### src/rtl/ps2_pkg.sv
// Shared PS/2 definitions: prefix bytes, ignore list, decoder states, event record.
package ps2_pkg;

    localparam logic [7:0] PS2_E0 = 8'hE0;   // extended-key prefix
    localparam logic [7:0] PS2_F0 = 8'hF0;   // break (release) prefix
    localparam int         EV_W   = 10;      // width of ps2_event_t

    typedef enum logic [1:0] {
        ST_IDLE    = 2'd0,
        ST_EXT     = 2'd1,
        ST_BRK     = 2'd2,
        ST_EXT_BRK = 2'd3
    } ps2_state_t;

    typedef struct packed {
        logic       ext;
        logic       make;
        logic [7:0] code;
    } ps2_event_t;

    // Controller/keyboard housekeeping bytes that never describe a key.
    function automatic logic is_ignored(input logic [7:0] b);
        return (b == 8'h00) || (b == 8'hAA) || (b == 8'hFA) ||
               (b == 8'hFE) || (b == 8'hEE) || (b == 8'hFF);
    endfunction

    // Two-digit BCD increment, 99 wraps to 00.
    function automatic logic [7:0] bcd_inc(input logic [7:0] v);
        logic [3:0] hi;
        logic [3:0] lo;
        hi = v[7:4];
        lo = v[3:0];
        if (lo == 4'd9) begin
            lo = 4'd0;
            hi = (hi == 4'd9) ? 4'd0 : hi + 4'd1;
        end else begin
            lo = lo + 4'd1;
        end
        return {hi, lo};
    endfunction

endpackage

### src/rtl/ps2_event_fifo.sv
// First-word-fall-through event queue; head is visible the cycle after the write.
module ps2_event_fifo
    import ps2_pkg::*;
#(
    parameter int FIFO_DEPTH = 4,
    parameter int REC_W      = 10
) (
    input  logic             clk,
    input  logic             resetn,
    input  logic             push,
    input  logic [REC_W-1:0] din,
    input  logic             pop,
    output logic [REC_W-1:0] dout,
    output logic             valid,
    output logic             full,
    output logic             drop
);

    localparam int AW = (FIFO_DEPTH > 1) ? $clog2(FIFO_DEPTH) : 1;
    localparam int CW = $clog2(FIFO_DEPTH) + 1;

    logic [REC_W-1:0] mem [FIFO_DEPTH];
    logic [AW-1:0]    wr_ptr;
    logic [AW-1:0]    rd_ptr;
    logic [CW-1:0]    count;
    logic             do_pop;
    logic             do_push;

    assign valid   = (count != '0);
    assign full    = (count == CW'(FIFO_DEPTH));
    assign do_pop  = pop && valid;
    // A pop in the same cycle frees the slot, so a full queue still takes the push.
    assign do_push = push && (!full || do_pop);
    assign drop    = push && full && !do_pop;
    // Empty queue presents an all-zero record so outputs match reset values.
    assign dout    = valid ? mem[rd_ptr] : '0;

    // Pointer and occupancy update; power-of-two depth makes pointers wrap naturally.
    always_ff @(posedge clk or negedge resetn) begin
        if (!resetn) begin
            wr_ptr <= '0;
            rd_ptr <= '0;
            count  <= '0;
        end else begin
            if (do_push) wr_ptr <= wr_ptr + AW'(1);
            if (do_pop)  rd_ptr <= rd_ptr + AW'(1);
            count <= count + CW'(do_push) - CW'(do_pop);
        end
    end

    // Storage write; contents are don't-care until the slot is counted valid.
    always_ff @(posedge clk) begin
        if (do_push) mem[wr_ptr] <= din;
    end

endmodule

### src/rtl/ps2_key_event.sv
// PS/2 scancode decoder: prefix FSM, typematic filter, held-key tracker, BCD press counter.
module ps2_key_event
    import ps2_pkg::*;
#(
    parameter int FIFO_DEPTH = 4
) (
    input  logic       clk,
    input  logic       resetn,
    input  logic [7:0] code_in,
    input  logic       code_valid,
    output logic [7:0] ev_code,
    output logic       ev_ext,
    output logic       ev_make,
    output logic       ev_valid,
    input  logic       ev_ready,
    output logic       held,
    output logic [8:0] held_code,
    output logic [7:0] press_cnt,
    output logic       overflow
);

    ps2_state_t state, state_nxt;
    ps2_event_t dec_rec;
    ps2_event_t head_rec;
    logic       dec_valid;
    logic       key_match;
    logic       ev_push;
    logic       ev_pop;
    logic       q_full;
    logic       q_drop;

    // Decoder state register.
    always_ff @(posedge clk or negedge resetn) begin
        if (!resetn) state <= ST_IDLE;
        else         state <= state_nxt;
    end

    // Prefix tracking; housekeeping bytes abort any partial sequence.
    always_comb begin
        state_nxt = state;
        if (code_valid) begin
            if (is_ignored(code_in)) begin
                state_nxt = ST_IDLE;
            end else begin
                case (state)
                    ST_IDLE:    state_nxt = (code_in == PS2_E0) ? ST_EXT :
                                            (code_in == PS2_F0) ? ST_BRK : ST_IDLE;
                    ST_EXT:     state_nxt = (code_in == PS2_F0) ? ST_EXT_BRK :
                                            (code_in == PS2_E0) ? ST_EXT : ST_IDLE;
                    ST_BRK:     state_nxt = (code_in == PS2_F0 || code_in == PS2_E0) ?
                                            ST_BRK : ST_IDLE;
                    ST_EXT_BRK: state_nxt = (code_in == PS2_F0 || code_in == PS2_E0) ?
                                            ST_EXT_BRK : ST_IDLE;
                    default:    state_nxt = ST_IDLE;
                endcase
            end
        end
    end

    // Event decode: a non-prefix, non-ignored byte completes a make or break.
    always_comb begin
        dec_valid    = 1'b0;
        dec_rec      = '0;
        dec_rec.code = code_in;
        dec_rec.ext  = (state == ST_EXT) || (state == ST_EXT_BRK);
        dec_rec.make = (state == ST_IDLE) || (state == ST_EXT);
        if (code_valid && !is_ignored(code_in) &&
            code_in != PS2_E0 && code_in != PS2_F0) begin
            dec_valid = 1'b1;
        end
    end

    assign key_match = held && ({dec_rec.ext, dec_rec.code} == held_code);
    // Typematic repeats of the held key are swallowed; breaks always go out.
    assign ev_push   = dec_valid && !(dec_rec.make && key_match);
    assign ev_pop    = ev_valid && ev_ready;

    // Held key and press counter track accepted events even when the queue drops them.
    always_ff @(posedge clk or negedge resetn) begin
        if (!resetn) begin
            held      <= 1'b0;
            held_code <= '0;
            press_cnt <= '0;
        end else if (dec_valid) begin
            if (dec_rec.make && !key_match) begin
                held      <= 1'b1;
                held_code <= {dec_rec.ext, dec_rec.code};
                press_cnt <= bcd_inc(press_cnt);
            end else if (!dec_rec.make && key_match) begin
                held      <= 1'b0;
            end
        end
    end

    // Sticky overflow flag.
    always_ff @(posedge clk or negedge resetn) begin
        if (!resetn)     overflow <= 1'b0;
        else if (q_drop) overflow <= 1'b1;
    end

    ps2_event_fifo #(
        .FIFO_DEPTH (FIFO_DEPTH),
        .REC_W      (EV_W)
    ) u_fifo (
        .clk    (clk),
        .resetn (resetn),
        .push   (ev_push),
        .din    (dec_rec),
        .pop    (ev_pop),
        .dout   (head_rec),
        .valid  (ev_valid),
        .full   (q_full),
        .drop   (q_drop)
    );

    assign ev_code = head_rec.code;
    assign ev_ext  = head_rec.ext;
    assign ev_make = head_rec.make;

endmodule
### config.mk
export PLATFORM = sky130hd
export DESIGN_NAME = ps2_key_event
export DESIGN_NICKNAME = d
export VERILOG_FILES = /design/src/rtl/ps2_pkg.sv /design/src/rtl/ps2_event_fifo.sv /design/src/rtl/ps2_key_event.sv
export SDC_FILE = /design/constraint.sdc
export NUM_CORES = 1
export LEC_CHECK = 0
export BUFFER_PORTS_ARGS = -buffer_cell sky130_fd_sc_hd__buf_2
export CAP_MARGIN = 40
export CORE_ASPECT_RATIO = 0.7
export CORE_MARGIN = 2
export CORE_UTILIZATION = 50
export DETAILED_ROUTE_END_ITERATION = 10
export GPL_ROUTABILITY_DRIVEN = 0
export PLACE_DENSITY = 0.69
export SLEW_MARGIN = 20
export SYNTH_ARGS = -nofsm -noshare
export SYNTH_HDL_FRONTEND = slang
export SYNTH_SLANG_ARGS = --single-unit
### constraint.sdc
create_clock -name clk -period 4.8 [get_ports clk]
set_input_delay 0.96 -clock clk [delete_from_list [all_inputs] [get_ports clk]]
set_output_delay 0.96 -clock clk [all_outputs]
set_load 0.03 [all_outputs]
Yosys cells after proc, flatten, opt, wreduce, memory -nomap -nowiden
Memories as Yosys holds them, arrays and structs flattened.
Index checks and enable logic that the tools add are counted.
{ "op_classes": {"add_sub_neg": 6, "eq_ne": 16, "muxes": 16, "reduce_logical": 35} }
{ "ops": {"columns": ["op", "count"], "rows": [
  ["8-bit equality test (second input constant)", 7],
  ["8-bit != test (second input constant)", 2],
  ["1-bit logical AND", 13],
  ["2-bit two-way mux", 6],
  ["10-bit two-way mux", 1],
  ["9-bit equality test", 1],
  ["1-bit logical OR", 9],
  ["4-bit by 1-bit adder with 4-bit output (second input constant)", 2],
  ["4-bit equality test (second input constant)", 2],
  ["8-bit logical NOT", 1],
  ["4-bit two-way mux", 2],
  ["2-bit one-hot mux with 4 select lines", 1],
  ["1-bit logical NOT", 6],
  ["1-bit two-way mux", 6],
  ["2-bit by 1-bit adder with 2-bit output (second input constant)", 2],
  ["2-bit equality test (second input constant)", 2],
  ["2-bit AND reduction", 2],
  ["3-bit by 1-bit adder with 3-bit output", 1],
  ["3-bit equality test (second input constant)", 1],
  ["3-bit AND reduction", 1],
  ["3-bit nonzero test", 1],
  ["3-bit by 1-bit subtractor with 3-bit output", 1],
  ["2-bit by 1-bit equality test with 1-bit output (second input constant)", 1],
  ["2-bit logical NOT", 1],
  ["2-bit nonzero test", 1]
]} }
{ "word_totals": {"register_bits": 28, "ram_bits": 40, "in_bits": 12, "out_inout_bits": 30, "word_cells": 83, "mem_count": 1} }
{ "mem_list": {"columns": ["name", "depth", "word_bits", "read_ports", "rd_clocked_by_memory_dff", "wr", "line", "text"], "rows": [
  ["u_fifo.mem", 4, 10, 1, 0, 1, "ps2_event_fifo.sv:22", "logic [REC_W-1:0] mem [FIFO_DEPTH];"]
]} }

Logic depth before layout (Yosys ltp)
{ "logic_depth": {"word_depth": 15, "mapped_depth": 12, "mapped_depth_nobuf": 10} }

Hierarchy
Synthesis repeated with hierarchy kept, for this count alone.
{ "hier_totals": {"hier_cells": 202, "hier_area_um2": 3098.0} }
{ "by_module_without_submodules": {"columns": ["mod", "instances", "cells_per_inst", "area_per_inst_um2", "seq_area_each_um2"], "rows": [
  ["ps2_event_fifo", 1, 100, 1934.4, 1376.3],
  ["ps2_key_event", 1, 102, 1163.6, 525.5]
]} }

Worst setup path after synthesis
Ideal clock, no wire load.
{ "synth_timing": {"path_type": "input -> register", "from": "input port code_in[4]", "to": "register u_fifo.count[2]", "setup_ns": 0.123, "arrival_ns": 2.918, "t_required_ns": 4.677, "slack_ns": 1.760, "stages": 10, "n_path_buf": 2, "path_cell_list": "buf_6 or4_1 a21oi_1 a21oi_1 nor4bb_1 buf_6 ha_1 fa_1 xor2_1 xnor2_1"} }
{ "synth_between": {"elab_chain_len": 15, "word_cells_on_any_way": 26, "classes_between": "2 x add/sub; 8 x eq/ne; 1 x mux; 15 x reduce/logical"} }
{ "synth_rtl": {"columns": ["element", "line", "text"], "rows": [
  ["start, declared", "ps2_key_event.sv:9", "input logic [7:0] code_in,"],
  ["8-bit equality test / 8-bit logical NOT (equally long branches)", "ps2_pkg.sv:23", "return (b == 8'h00) || (b == 8'hAA) || (b == 8'hFA) ||"],
  ["1-bit logical OR (3 in series)", "ps2_pkg.sv:23", null],
  ["1-bit logical OR (2 in series)", "ps2_pkg.sv:24", "(b == 8'hFE) || (b == 8'hEE) || (b == 8'hFF);"],
  ["1-bit logical NOT", "ps2_key_event.sv:67", "if (code_valid && !is_ignored(code_in) &&"],
  ["1-bit logical AND (2 in series)", "ps2_key_event.sv:67", null],
  ["1-bit logical AND", "ps2_key_event.sv:68", "code_in != PS2_E0 && code_in != PS2_F0) begin"],
  ["1-bit two-way mux", "ps2_key_event.sv:67", null],
  ["1-bit logical AND (*)", "ps2_key_event.sv:75", "assign ev_push = dec_valid && !(dec_rec.make && key_match);"],
  ["1-bit logical AND (*)", "ps2_event_fifo.sv:33", "assign do_push = push && (!full || do_pop);"],
  ["net u_fifo.do_push", "ps2_event_fifo.sv:27", "logic do_push;"],
  ["3-bit by 1-bit adder with 3-bit output (*)", "ps2_event_fifo.sv:47", "count <= count + CW'(do_push) - CW'(do_pop);"],
  ["3-bit by 1-bit subtractor with 3-bit output (*)", "ps2_event_fifo.sv:47", null],
  ["end signal, assigned", "ps2_event_fifo.sv:47", null],
  ["end, declared", "ps2_event_fifo.sv:25", "logic [CW-1:0] count;"]
]} }
Mark *: on every way through the listed nets, which the timed path passes. The rest lies on a longest branch.
A chain may end at the register's enable or synchronous reset.

Final worst setup path
{ "layout_timing": {"from": "input port code_in[4]", "to": "register u_fifo.count[2]"} }
{ "layout_between": {"elab_chain_len": 15, "word_cells_on_any_way": 26, "classes_between": "2 x add/sub; 8 x eq/ne; 1 x mux; 15 x reduce/logical"} }
{ "layout_rtl": {"columns": ["element", "line"], "rows": [
  ["8-bit equality test / 8-bit logical NOT (equally long branches)", "ps2_pkg.sv:23"],
  ["1-bit logical OR (3 in series)", "ps2_pkg.sv:23"],
  ["1-bit logical OR (2 in series)", "ps2_pkg.sv:24"],
  ["1-bit logical NOT", "ps2_key_event.sv:67"],
  ["1-bit logical AND (2 in series)", "ps2_key_event.sv:67"],
  ["1-bit logical AND", "ps2_key_event.sv:68"],
  ["1-bit two-way mux", "ps2_key_event.sv:67"],
  ["1-bit logical AND (*)", "ps2_key_event.sv:75"],
  ["1-bit logical AND (*)", "ps2_event_fifo.sv:33"],
  ["3-bit by 1-bit adder with 3-bit output (*)", "ps2_event_fifo.sv:47"],
  ["3-bit by 1-bit subtractor with 3-bit output (*)", "ps2_event_fifo.sv:47"]
]} }
Every way passes the cells marked *; elsewhere a longest branch is shown, timed or not.

==> impl_metrics.toml <==
[outcome]
outcome = "finished clean"

[routing]
dr.first_iter.drc_count = 107
ant_nets = 0
via_per_inst = 5.27
wl_per_cell_um = 16.3
drc_errors = 0
num_vias = 1718
dr.pass1.iters = 4
wirelength_mm = 5.31

[logic_synthesis]
synth_seq_cells = 68
synth_common_cells = "edfxtp_1, dfrtp_1, and2_1, inv_1, mux2_2"
syn-num-nets = 221
synth-edff-count = 40
ys_warn_count = 0
syn_area_per_cell_um2 = 15.2
synth_area_mm2 = 0.00303
synth_area_leader_cell = "edfxtp_1"
synth_cells = 200
synth_most_common_cell = "edfxtp_1"
ys.flop_type = "edfxtp_1"
synthTopCellsByArea = "edfxtp_1, dfrtp_1, mux4_2"
async_flop_share_pct = 41.2
yosysSeqAreaShare_pct = 62.8
synth_cell_type_count = 38
synth_top_area_share_pct = 39.6

[worst_setup_path]
cp-start-kind = "input port"
crit_chain = "buf_2 > or4_1 > a21oi_1 > a21oi_1 > clkbuf_4 > nor4bb_1 > buf_4 > ha_1 > fa_1 > xor2_1 > xnor2_1"
cp_slowest_cell = "or4_1"
crit_type = "input port to flip-flop"
cpLargestDelayFamily = "simple AND/OR/NAND/NOR gates"
cp_num_cells = 11
cp.arrival_ps = 3300
reg2reg_depth = 11
reg2reg_from = "state[0]"
crit_path_end_kind = "flip-flop"
crit_path_frequent_cell = "a21oi_1"
worstPathRequired_ps = 5020
critical_path.startpoint = "code_in[4]"
crit_path_end = "u_fifo.count[2]"
slowest_delay_ps = 540
path_buf_inv = 3
r2r_end = "u_fifo.count[2]"
r2r_slack_ps = 2170
crit_fanout = 12

[timing]
finClkSkew_ps = 8.42
max_freq_ghz = 0.324
final.setup.tns_ps = 0
slew_headroom_pct = 52.2
hold_violations = 0
whs_ps = 475
period_share_pct = 64.2
rsz0062_at_grt = "false"
worst_pin_slew_ps = 716
slew_violations = 0
min_period_ps = 3080
finalSetupViolCount = 0

[clock_network]
hold_buffers = 0
cts.repair.resized = 0
cts_sinks = 68
htree_levels = 3
cts_root_buffer = "clkbuf_8"
clk_pin_slew_ps = 70
tritoncts = "built"
clk_latency_ps = 330
clock_path_buffers = 2
postCtsSetupBuffers = 0
cts_made_buffers = 9

[finish]
syn_to_final_growth_pct = 16.4
multiInputGateArea_mm2 = 0.00103
final_util_pct = 61.0
regArea_mm2 = 0.00190
fin_nets = 267
nFillCells = 447
n_antenna_cell = 0
drive_gt1_share_pct = 31.5

[grt]
grt_pass1_vias = 1721
grt_max_degree = 29
grt_use_total_pct = 17.2
grt_pass1_wl_mm = 8.83
grt_antenna_before_repair = 0
overflow = 0

[power_and_ir_drop]
power.density_mw_per_mm2 = 634
p_leak_uw = 0.00143
ir_worst_vdd_mv = 0.294

[die]
die_area_mm2 = 0.00671
die_w_um = 97.1
core_area_mm2 = 0.00578
io_pins = 42
die_h_um = 69.1
initial_utilization_pct = 52.4
row_count = 23

[place]
io_buffers = 41
dp_hpwl_mm = 3.62

[job]
cap_viol_max_count = 0

[worst_hold_path]
hold_class = "flip-flop to flip-flop"
==> registers in the layout (all words and copies together), names as in the netlist <==
| register | count |
|---|---|
| press_cnt | 8 |
| held | 1 |
| state | 2 |
| u_fifo.count | 3 |
| held_code | 9 |
| u_fifo.mem | 40 |
| u_fifo.rd_ptr | 2 |
| overflow | 1 |
| u_fifo.wr_ptr | 2 |
==> metrics by stage <==
stage / setup slack [ps] / cell area (µm²) / total power [µW] / std cells
floorplan: 1760 / 3030 / 1490 / 200
global placement: 1360 / 3290 / 1710 / 309
detailed placement: 1240 / 3290 / 1720 / 309
CTS: 1600 / 3520 / 2260 / 325
global route: 1590 / 3530 / 2360 / 326
finish: 1720 / 3530 / 2240 / 326
==> how the worst min path moves through the flow <==
| stage | slack (ps) | cells past startpoint | start | endpoint |
|---|---|---|---|---|
| 3_3_place_gp | 460 | 1 | overflow | overflow |
| 4_1_cts | 480 | 1 | overflow | overflow |
| 6_report | 480 | 1 | overflow | overflow |
| 3_5_place_dp | 470 | 1 | overflow | overflow |
| 5_1_grt | 510 | 1 | overflow | overflow |
| 2_1_floorplan | 450 | 1 | u_fifo.count[2] | u_fifo.count[2] |
==> cells in the final DEF (no fill, tap or decap), types with 2 or more instances in the layout <==
master,count
a21oi_1,3
a31oi_1,2
and2_1,15
and3_1,4
buf_2,41
bufinv_16,3
clkbuf_8,9
clkinv_1,2
dfrtp_1,28
edfxtp_1,40
ha_1,8
inv_1,14
mux2_2,11
mux4_2,10
nand2_1,4
nand3_1,5
nand4_1,3
nor2_1,3
nor2b_1,2
nor4_1,2
or3_1,2
or4_1,3
xnor2_1,8
xor2_1,10
==> cell families after synthesis <==
logic type / count (synthesis) / synth area share, %
muxes: 23 / 12.3
and+or+nand+nor: 48 / 9.70
DFF: 68 / 62.8
xor gates and xnor gates: 18 / 5.20
buffers and inverters: 22 / 3.30
AOI/OAI and AO/OA: 12 / 2.73
adders and majority gates: 9 / 3.96
==> final cells by class <==
cell class,count,share of cell area (%)
clock buffer,10,3.62
clock inverter,6,2.91
sequential,68,53.9
tap,75,2.66
inverter,14,1.49
timing repair buffer,43,6.24
multi-input combinational,110,29.2
==> where the power goes <==
part	switching [µW]	internal, µW	total, µW
combinational	472	324	795
sequential	132	773	905
clock	195	341	535
==> worst reg2reg max path, cell delays in order, from the launching register on <==
cell,delay [ps]
dfrtp_1,480
xor2_1,200
nor4_1,300
nand4_1,160
inv_1,90
ha_1,160
nor4bb_1,60
buf_4,190
ha_1,220
fa_1,380
xor2_1,160
xnor2_1,120
==> per-layer routing <==
layer / track usage, % / wire [µm]
met4: 5.16 / 15
met5: 0 / 0
met3: 6.09 / 290
met1: 25.5 / 2740
met2: 24.0 / 2260
No activity file was read; power rests on OpenSTA's default activity.
